<file path="config.mk">
export PLATFORM = sky130hd
export DESIGN_NAME = pipe_ctrl_stage
export DESIGN_NICKNAME = d
export VERILOG_FILES = /design/src/rtl/pipe_ctrl_stage.sv
export SDC_FILE = /design/constraint.sdc
export NUM_CORES = 1
export LEC_CHECK = 0
export BUFFER_PORTS_ARGS = -buffer_cell sky130_fd_sc_hd__clkbuf_2
export CAP_MARGIN = 20
export CORE_MARGIN = 5
export CORE_UTILIZATION = 39
export DETAILED_ROUTE_END_ITERATION = 6
export PLACE_DENSITY = 0.74
export SLEW_MARGIN = 20
export SYNTH_ARGS = -nofsm -noshare
export SYNTH_HDL_FRONTEND = slang
export SYNTH_SLANG_ARGS = --single-unit
</file>
<file path="constraint.sdc">
create_clock -name clk -period 3.3 [get_ports clk]
set_clock_uncertainty 0.15 [all_clocks]
set_input_delay 0.33 -clock clk [delete_from_list [all_inputs] [get_ports clk]]
set_output_delay 0.33 -clock clk [all_outputs]
set_load 0.01 [all_outputs]
</file>
<file path="src/rtl/pipe_ctrl_stage.sv">
`default_nettype none
// ============================================================================
// Module   : pipe_ctrl_stage
// Purpose  : Parametrised inter-stage pipeline register. Carries a control
//            bundle and a payload through DEPTH register slices with
//            per-slice valid tracking, stall (hold), flush (bubble
//            injection) and a registered occupancy count.
// Ports    : clk        - rising-edge clock
//            reset      - synchronous, active-low reset
//            stall      - hold every slice this cycle
//            flush      - invalidate every slice this cycle (beats stall)
//            valid_in   - upstream slot holds a real instruction
//            ctrl_in    - upstream control bundle [CTRL_W]
//            data_in    - upstream payload [DATA_W]
//            valid_out  - last slice valid
//            ctrl_out   - last slice control (0 whenever valid_out is 0)
//            data_out   - last slice payload
//            occupancy  - number of valid slices [$clog2(DEPTH+1)]
//            stall_cycles, bubble_cycles - saturating 32-bit performance
//            counters, present only when PIPE_PERF_CNT_EN is defined
// Options  : PIPE_PERF_CNT_EN (macro) adds the performance counters.
// Revision : 1.0 - initial release
// ============================================================================
module pipe_ctrl_stage #(
  parameter int CTRL_W     = 4,
  parameter int DATA_W     = 32,
  parameter int DEPTH      = 1,
  parameter int FLUSH_DATA = 0
) (
  input  logic                       clk,
  input  logic                       reset,
  input  logic                       stall,
  input  logic                       flush,
  input  logic                       valid_in,
  input  logic [CTRL_W-1:0]          ctrl_in,
  input  logic [DATA_W-1:0]          data_in,
  output logic                       valid_out,
  output logic [CTRL_W-1:0]          ctrl_out,
  output logic [DATA_W-1:0]          data_out,
`ifdef PIPE_PERF_CNT_EN
  output logic [31:0]                stall_cycles,
  output logic [31:0]                bubble_cycles,
`endif
  output logic [$clog2(DEPTH+1)-1:0] occupancy
);

  localparam int OCC_W = $clog2(DEPTH + 1);

  logic              valid_q [DEPTH];
  logic [CTRL_W-1:0] ctrl_q  [DEPTH];
  logic [DATA_W-1:0] data_q  [DEPTH];
  logic [OCC_W-1:0]  occ_q;

  always_ff @(posedge clk) begin
    if (!reset) begin
      for (int i = 0; i < DEPTH; i++) begin
        valid_q[i] <= 1'b0;
        ctrl_q[i]  <= '0;
        data_q[i]  <= '0;
      end
      occ_q <= '0;
    end else if (flush) begin
      // Every slice becomes a bubble; the instruction on the inputs is lost.
      for (int i = 0; i < DEPTH; i++) begin
        valid_q[i] <= 1'b0;
        ctrl_q[i]  <= '0;
        if (FLUSH_DATA != 0) begin
          data_q[i] <= '0;
        end
      end
      occ_q <= '0;
    end else if (!stall) begin
      valid_q[0] <= valid_in;
      // Mask control at capture so a bubble can never assert a write enable.
      ctrl_q[0]  <= valid_in ? ctrl_in : '0;
      data_q[0]  <= data_in;
      for (int i = 1; i < DEPTH; i++) begin
        valid_q[i] <= valid_q[i-1];
        ctrl_q[i]  <= ctrl_q[i-1];
        data_q[i]  <= data_q[i-1];
      end
      // One entry enters at slice 0 while the last slice leaves.
      occ_q <= occ_q + OCC_W'(valid_in) - OCC_W'(valid_q[DEPTH-1]);
    end
  end

  assign valid_out = valid_q[DEPTH-1];
  assign ctrl_out  = ctrl_q[DEPTH-1];
  assign data_out  = data_q[DEPTH-1];
  assign occupancy = occ_q;

`ifdef PIPE_PERF_CNT_EN
  always_ff @(posedge clk) begin
    if (!reset) begin
      stall_cycles  <= '0;
      bubble_cycles <= '0;
    end else begin
      if (stall && !flush && (stall_cycles != 32'hFFFF_FFFF)) begin
        stall_cycles <= stall_cycles + 32'd1;
      end
      // Counts cycles in which the downstream stage sees an empty slot.
      if (!valid_q[DEPTH-1] && (bubble_cycles != 32'hFFFF_FFFF)) begin
        bubble_cycles <= bubble_cycles + 32'd1;
      end
    end
  end
`endif

endmodule
`default_nettype wire

</file>
==> metrics, run 1 <==
outcome finished, final reports clean; Worst-Margin Slew 0.557 ns; Cell Count, Final, Fillers Out 218; worst-path cell chain clkbuf_2 -> nand2b_1 -> nor2_4 -> and3_2; CTS tree done; DRT Pass-1 Iters 3; CP startpoint kind primary input; DIE HEIGHT 70.7 um; CP peak stage delay 0.46 ns; routed vias/inst 4.33; Worst setup EP type register; pin count of the biggest net entering global routing 38; number of core rows 22; Num CTS Buffers 5; Initial Util 39.9%; nets@finish 210; H-tree depth 2; IO Count 79; Ys Warns 0; final design utilization 54.5%; max_slew headroom 62.8%; CP Data Required Time 3.30 ns; Setup CP Type in -> reg; Area growth, synth to finish 36.7%; initial drt markers 91; vias 944; clock sink total 38; synthesized flop and latch total 38; Synth Instances 86; Total GRT Usage 12.2%; fin. max-slew vios 0; residual DRC count 0; Power Density 495 mW/mm2; Highest Clock Rate 742 MHz; vias in the first global route 1010; RSZ-0062 raised after global routing false; CP Max Fanout 37; Hold-fix buffers, CTS 0; global placement routability congestion 0.805; PnR Total Power 974 uW; Hold WC Path Type in -> reg; Period minus WS final 1.35 ns; syn_area_per_cell 16.7 um2; PortBufs 78; Setup TNS 0 ns; post-DR wirelength/cell 13.7 um; Setup-failing EPs final 0; Distinct cells, synth 13; CP max-delay cell nor2_4; filler instances 327; Buf+Inv Stages, Crit Path 1; Pleak 0.000901 uW; Die Wd 70.7 um; share of cells above drive strength 1 54.1%; core box area 0.00361 mm2; CP top delay family simple AND/OR/NAND/NOR gates; Synth Net Count 127; Clock Tree Root clkbuf_8; clock tree buffer depth 2; final hold viol count 0; antenna-violating nets left 0; global-route wire length before repair 4730 um; register area share after synthesis 78.6%; Post-CTS Resized 0; post-CTS setup buffers 0; # diodes 0; Mapped Area 0.00144 mm2; DP Wirelength 2310 um; max_cap viols 0; Worst-Skew Late Latency 0.27 ns; initial antenna violation count 0; # placed instances 210; clock-pin slew on the worst setup and hold paths 0.07 ns; final critical-path share of the clock period 40.9%; Peak VDD IR 0.188 mV; die area 0.00500 mm2; crit path DAT 1.34 ns; Routed WL 2990 um; total grt overflow 0
## synth_stat cells
master | n | area [um2]
edfxtp_1 | 37 | 1110
and2_1 | 32 | 200
and3_2 | 4 | 30.0
clkbuf_2 | 3 | 15.0
o21ai_0 | 2 | 10.0
a21oi_1 | 1 | 5.00
and2_2 | 1 | 7.51
dfxtp_1 | 1 | 20.0
nand2b_1 | 1 | 6.26
nand3b_1 | 1 | 7.51
nor2_4 | 1 | 11.3
or3_1 | 1 | 6.26
xnor2_1 | 1 | 8.76
## metal layers
metal  routed length (um)  track usage (%)
met5                    0                0
met2                 1490             20.7
met3                  368             4.97
met1                 1090             13.2
met4                   45             5.64
## cells by family (layout without fill, tap and decap cells)
family	count (synthesis)	in the layout	synth area share (%)
AOI/OAI and AO/OA	3	3	1.04
xor gates and xnor gates	1	1	0.609
buffers and inverters	3	87	1.04
DFF	38	38	78.6
and+or+nand+nor	41	41	18.7
## placed cells by master, fill, tap and decap left out, drive strengths merged
cell     n
clkbuf  84
edfxtp  37
and2    33
and3     4
o21ai    2
clkinv   2
nand2b   1
nor2     1
nand3b   1
xnor2    1
or3      1
a21oi    1
dfxtp    1
buf      1
## state kept, by name (all words and copies together), names as in the netlist
name and cells:
ctrl_q 4, occupancy 1, data_q 32, valid_q 1
## final timing paths
path | start | endpoint | slack, ns | cells after the start
setup / recovery | flush | ctrl_q[0][0]$_SDFFCE_PN0P_ | 1.95 | 4
hold / removal | data_in[2] | data_q[0][2]$_SDFFCE_PN0P_ | 0.17 | 2
setup reg to reg | valid_q[0]$_DFFE_PP_ | occupancy$_SDFFE_PP0N_ | 2.06 | 3
hold reg to reg | occupancy$_SDFFE_PP0N_ | occupancy$_SDFFE_PP0N_ | 0.37 | 2
## stage by stage
step | worst slack [ns] | area (um2) | hold slack (ns)
2_1_floorplan | 0.0569 | 1440 | 0.352
3_3_place_gp | 1.71 | 1890 | 0.321
3_5_place_dp | 1.64 | 1890 | 0.370
4_1_cts | 1.92 | 1970 | 0.168
5_1_grt | 1.83 | 1970 | 0.166
6_report | 1.95 | 1970 | 0.173
## layout make-up
type | instances | area [um2] | area share [%]
clock buffers | 6 | 72.6 | 3.69
clock inverters | 2 | 8.76 | 0.445
multi-input cells | 45 | 297 | 15.1
flip-flops and latches | 38 | 1130 | 57.5
well taps | 48 | 60.1 | 3.05
repair buffers | 79 | 398 | 20.2
## report_power, final
group / internal, uW / total [uW] / switching [uW]
sequential: 568 / 579 / 10.8
combinational: 48.9 / 106 / 57.5
clock: 145 / 289 / 144
Power figures use the tool's default switching activity.
==> run 2, diff against run 1 <==
--- a/config.mk
+++ b/config.mk
@@ -5,12 +5,13 @@
 export SDC_FILE = /design/constraint.sdc
 export NUM_CORES = 1
 export LEC_CHECK = 0
+export ABC_AREA = 1
 export BUFFER_PORTS_ARGS = -buffer_cell sky130_fd_sc_hd__clkbuf_2
 export CAP_MARGIN = 20
 export CORE_MARGIN = 5
-export CORE_UTILIZATION = 39
+export CORE_UTILIZATION = 40
 export DETAILED_ROUTE_END_ITERATION = 6
-export PLACE_DENSITY = 0.74
+export PLACE_DENSITY = 0.75
 export SLEW_MARGIN = 20
 export SYNTH_ARGS = -nofsm -noshare
 export SYNTH_HDL_FRONTEND = slang
==> constraint.sdc (replaced) <==
create_clock -name clk -period 1.2 [get_ports clk]
set_clock_uncertainty 0.15 [all_clocks]
set_input_delay 0.12 -clock clk [delete_from_list [all_inputs] [get_ports clk]]
set_output_delay 0.12 -clock clk [all_outputs]
set_load 0.01 [all_outputs]
==> run 2 against run 1 <==
  * Routed wire length increased by 11%
  * Final area is 18% higher
  * Flip-flop and latch count unchanged
  * Sequential power rose to 2.7 times the previous value
  * Critical path depth shrank 3
  * Via count increased by 28%
  * Highest routed layer unchanged
  * Clock-buffer cell count stayed put
  * Combinational power grew to 3.8 times the previous value
==> metrics, run 2 <==
Pleak 0.00122 uW; CP startpoint kind register; global-route wire length before repair 5460 um; total grt overflow 0; vias in the first global route 1229; CP peak stage delay 0.43 ns; number of flip-flops in the largest register 32; Setup-failing EPs final 0; Distinct cells, synth 11; PortBufs 78; Hold-fix buffers, CTS 27; Synth Instances 132; clock-pin slew on the worst setup and hold paths 0.07 ns; commonest cells after routing, fill and taps aside clkbuf_2 (78), inv_1 (41), nor2_1 (40); Power Density 1200 mW/mm2; Worst-Margin Slew 0.322 ns; Clock Tree Root clkbuf_8; Synth top area share 72.8%; DP Wirelength 2260 um; Buf+Inv Stages, Crit Path 1; # diodes 0; Synth Net Count 173; antenna-violating nets left 0; CP top delay family flip-flops; register area share after synthesis 74.1%; Mapped Area 0.00153 mm2; max_cap viols 0; DIE HEIGHT 71.8 um; PnR Total Power 2800 uW; CTS tree done; core box area 0.00369 mm2; share of cells above drive strength 1 36.2%; DP Worst Slack 0.0235 ns; FFs w/ async S/R, synth 0%; die area 0.00515 mm2; IO Count 79; outcome finished, final reports clean; Worst setup EP type output port; final critical-path share of the clock period 94.6%; Top Registers data_q x32, ctrl_q x4; Initial Util 41.4%; H-tree depth 2; Post-CTS Resized 0; post-CTS setup buffers 0; Highest Clock Rate 881 MHz; initial antenna violation count 0; initial drt markers 57; vias 1211; max_slew headroom 78.5%; fin. max-slew vios 0; CP max-delay cell edfxtp_1; CP Max Fanout 4; residual DRC count 0; Ys Warns 0; Worst-Skew Late Latency 0.28 ns; Die Wd 71.8 um; Cell Count, Final, Fillers Out 291; Num CTS Buffers 5; most common cell in the netlist inv_1; global placement routability congestion 0.747; Post-synth EDFFs 37; RSZ-0062 raised after global routing false; Top reg by flops data_q; DRT Pass-1 Iters 4; post-DR wirelength/cell 11.4 um; syn_area_per_cell 11.6 um2; Period minus WS final 1.14 ns; Routed WL 3330 um; commonest cells in the netlist inv_1 (41), nor2_1 (40), edfxtp_1 (37), nand2_1 (5), buf_6 (3); # placed instances 256; nets@finish 283; clock sink total 38; Area growth, synth to finish 52.4%; most common cell after layout, fill and taps aside clkbuf_2; clock tree buffer depth 2; CP Data Required Time 0.93 ns; Hold WC Path Type in -> reg; Setup CP Type reg -> out; Peak VDD IR 0.620 mV; number of core rows 22; final hold viol count 0; Total GRT Usage 13.6%; synth top area cells edfxtp_1 (73%), inv_1 (10%), nor2_1 (9.8%), buf_6 (2.2%), dfxtp_1 (1.3%); top_reg_cell synth edfxtp_1; top cell type by total area after synthesis edfxtp_1; worst-path cell chain clkbuf_2; Setup WS post-layout 0.0644 ns; routed vias/inst 4.16; crit path DAT 0.87 ns; pin count of the biggest net entering global routing 33; synthesized flop and latch total 38
## run 2: changes by cell type after synthesis, sizes merged, moves of 3 or more
cell,before,now
inv,0,41
nor2,1,41
and2,33,0
nand2,0,6
and3,4,0
buf,0,3
clkbuf,3,0
## run 2: cells by family after synthesis
family	after synthesis	synth area share, %
buf+inv	44	12.3
compound gates	1	0.328
simple gates	49	13.3
flops	38	74.1
## run 2: path summary, 6_finish.rpt
path	from	endpoint	slack, ns	cells past startpoint
max reg2reg	valid_q[0]$_DFFE_PP_	occupancy$_SDFFE_PP0N_	0.19	5
min	data_in[9]	data_q[0][9]$_SDFFCE_PN0P_	0.0008	3
min reg2reg	occupancy$_SDFFE_PP0N_	occupancy$_SDFFE_PP0N_	0.36	2
max	valid_q[0]$_DFFE_PP_	valid_out	0.06	1
## run 2: per-layer routing
metal	vias to the layer above	global-route usage (%)	part of all wire (%)
met5	-	0	0
met4	0	4.38	0.69
met3	3	4.91	12
met2	60	24.7	50
met1	531	14.7	37
li1	617	-	-
## run 2: layout make-up
class / instances / area [um2]
fillers: 292 / 1360
flip-flops and latches: 38 / 1130
repair buffers: 106 / 681
multi-input cells: 50 / 219
inverters: 41 / 154
clock buffers: 6 / 72.6
well taps: 48 / 60.1
clock inverters: 2 / 8.76
## run 2: stage by stage
stage	util, %	area, um2	hold WS [ns]	TNS [ns]
2_1_floorplan	-	1540	0.131	-1.36
3_3_place_gp	53.5	1970	0.264	0
3_5_place_dp	53.5	1970	0.272	0
4_1_cts	63.1	2330	0.00227	0
5_1_grt	63.1	2330	0.00510	0
6_report	63.1	2330	0.000844	0
## run 2: report_power, final
part / internal (uW) / total [uW] / switching [uW]
Sequential: 1560 / 1590 / 30.6
Clock: 399 / 807 / 408
Combinational: 198 / 399 / 201
Total: 2160 / 2800 / 640
==> run 3, diff against run 2 <==
--- a/config.mk
+++ b/config.mk
@@ -8,6 +8,7 @@
 export ABC_AREA = 1
 export BUFFER_PORTS_ARGS = -buffer_cell sky130_fd_sc_hd__clkbuf_2
 export CAP_MARGIN = 20
+export CORE_ASPECT_RATIO = 2
 export CORE_MARGIN = 5
 export CORE_UTILIZATION = 40
 export DETAILED_ROUTE_END_ITERATION = 6
==> run 3 against run 2 <==
  * Die area up 1.4%
  * Via count down 1.2%
  * Register-to-register slack worse by 0.03 ns
  * Fmax up 0.71%
  * Routed wire length down 0.51%
  * Total power down 1.0%
  * Combinational power down 2%
  * Final area down 1.2%
  * Global-route usage up 0.18 points
  * Critical path depth unchanged
  * Utilization down 0.053 points
  * Non-clock buffer count down 3
  * Largest power group unchanged
==> metrics, run 3 (synthesis results as in run 2) <==
IO Count 79; global placement routability congestion 0.755; RSZ-0062 raised after global routing false; pin count of the biggest net entering global routing 33; Initial Util 41.9%; fin. max-slew vios 0; Min Hold Slack 0.000533 ns; clock tree buffer depth 2; Levels on crit path 1; most common cell after layout, fill and taps aside clkbuf_2; Peak VDD IR 0.754 mV; final critical-path share of the clock period 94.0%; outcome finished, final reports clean; Routed WL 3310 um; nets@finish 280; post-DR wirelength/cell 11.5 um; CP peak stage delay 0.43 ns; max_cap viols 0; area of placed instances 0.00198 mm2; CTS tree done; worst hold path endpoint data_q[0][11]$_SDFFCE_PN0P_; R2R Setup Slk 0.16 ns; number of core rows 31; Setup TNS 0 ns; Pleak 0.00121 uW; H-tree depth 2; share of cells above drive strength 1 36.7%; worst-path cell chain clkbuf_2; sw power 619 uW; core box area 0.00365 mm2; number of flip-flops in the largest register 32; final std cell area, no fill 0.00230 mm2; Hold WC Path Type in -> reg; Buf+Inv Stages, Crit Path 1; CP Max Fanout 4; vias 1196; Area growth, synth to finish 50.5%; Top Registers data_q x32, ctrl_q x4; final design utilization 63.0%; PnR Total Power 2770 uW; vias in the first global route 1234; crit path DAT 0.86 ns; Setup-failing EPs final 0; Combinational Power Share 14.2%; total grt overflow 0; Die Wd 53.7 um; clock sink total 38; PortBufs 78; Total GRT Usage 13.8%; global-route wire length before repair 5140 um; Post-CTS Resized 0; die area 0.00523 mm2; R2R Path End occupancy$_SDFFE_PP0N_; Num CTS Buffers 5; CP startpoint kind register; Power Density 1210 mW/mm2; Worst-Skew Late Latency 0.27 ns; Worst setup EP type output port; DIE HEIGHT 97.4 um; Highest Clock Rate 887 MHz; Internal 2150 uW; Top reg by flops data_q; Hold Path Origin data_in[11]; max_slew headroom 78.3%; initial drt markers 10; CP max-delay cell edfxtp_1; residual DRC count 0; CP top delay family flip-flops; worst reg2reg path depth 5; DP Wirelength 2400 um; commonest cells after routing, fill and taps aside clkbuf_2 (78), inv_1 (41), nor2_1 (40); sw frac 22.3%; Setup CP Type reg -> out; Clock Tree Root clkbuf_8; initial antenna violation count 0; # diodes 0; Worst-Margin Slew 0.325 ns; antenna-violating nets left 0; CP Data Required Time 0.93 ns; routed vias/inst 4.14; clock-pin slew on the worst setup and hold paths 0.07 ns; Period minus WS final 1.13 ns; worst r2r src valid_q[0]$_DFFE_PP_; DRT Pass-1 Iters 4; hold path depth 3; Clock Power Share 28.5%; final hold viol count 0; Seq pwr share 57.3%
==> run 3: timing repair <==
action | 4_1_cts | 5_1_grt
setup buffers | 0 | 0
hold buffers | 23 | 1
setup endpoints to repair | 0 | 0
endpoints found under the hold margin | 23 | 1
==> run 3: final cells by class <==
type / count / area (um2)
clock buffers: 6 / 72.6
clock inverters: 2 / 8.76
multi-input cells: 50 / 219
flip-flops and latches: 38 / 1130
well taps: 49 / 61.3
repair buffers: 103 / 651
inverters: 41 / 154
fillers: 336 / 1350
==> run 3: how the worst max path moves through the flow <==
stage,from,end,slack (ns)
6_report,valid_q[0]$_DFFE_PP_,valid_out,0.07
3_5_place_dp,stall,data_q[0][15]$_SDFFCE_PN0P_,0.04
2_1_floorplan,stall,data_q[0][0]$_SDFFCE_PN0P_,-0.04
3_3_place_gp,stall,data_q[0][1]$_SDFFCE_PN0P_,0.05
5_1_grt,valid_q[0]$_DFFE_PP_,valid_out,0.02
4_1_cts,valid_q[0]$_DFFE_PP_,valid_out,0.06
==> run 3: worst register-to-register path, delay by kind of cell, from the launching register on <==
family / cells / cell delay [ns]
and+or+nand+nor: 5 / 0.41
DFF: 1 / 0.43
==> run 3: routing by layer <==
layer	wire, um	GRT usage (%)	vias up	share of wire, %
met4	133	8.86	0	4.0
met2	1960	26.2	41	59
met3	205	4.30	12	6.2
met1	1010	10.4	536	31
li1	-	-	607	-
met5	0	0	-	0
==> run 3: power groups by stage <==
stage,combinational [uW],sequential [uW],clock (uW)
final,393,1590,789
after global routing,429,1600,889
after CTS,396,1590,812
after detailed placement,336,1620,0
after global placement,333,1620,0
after floorplan,90.8,1680,0
==> run 3: per-stage QoR <==
stage          std cells  setup WS [ns]
4_1_cts              288         0.0592
5_1_grt              289         0.0247
6_report             289         0.0724
2_1_floorplan        132        -0.0424
3_5_place_dp         257         0.0381
3_3_place_gp         257         0.0526
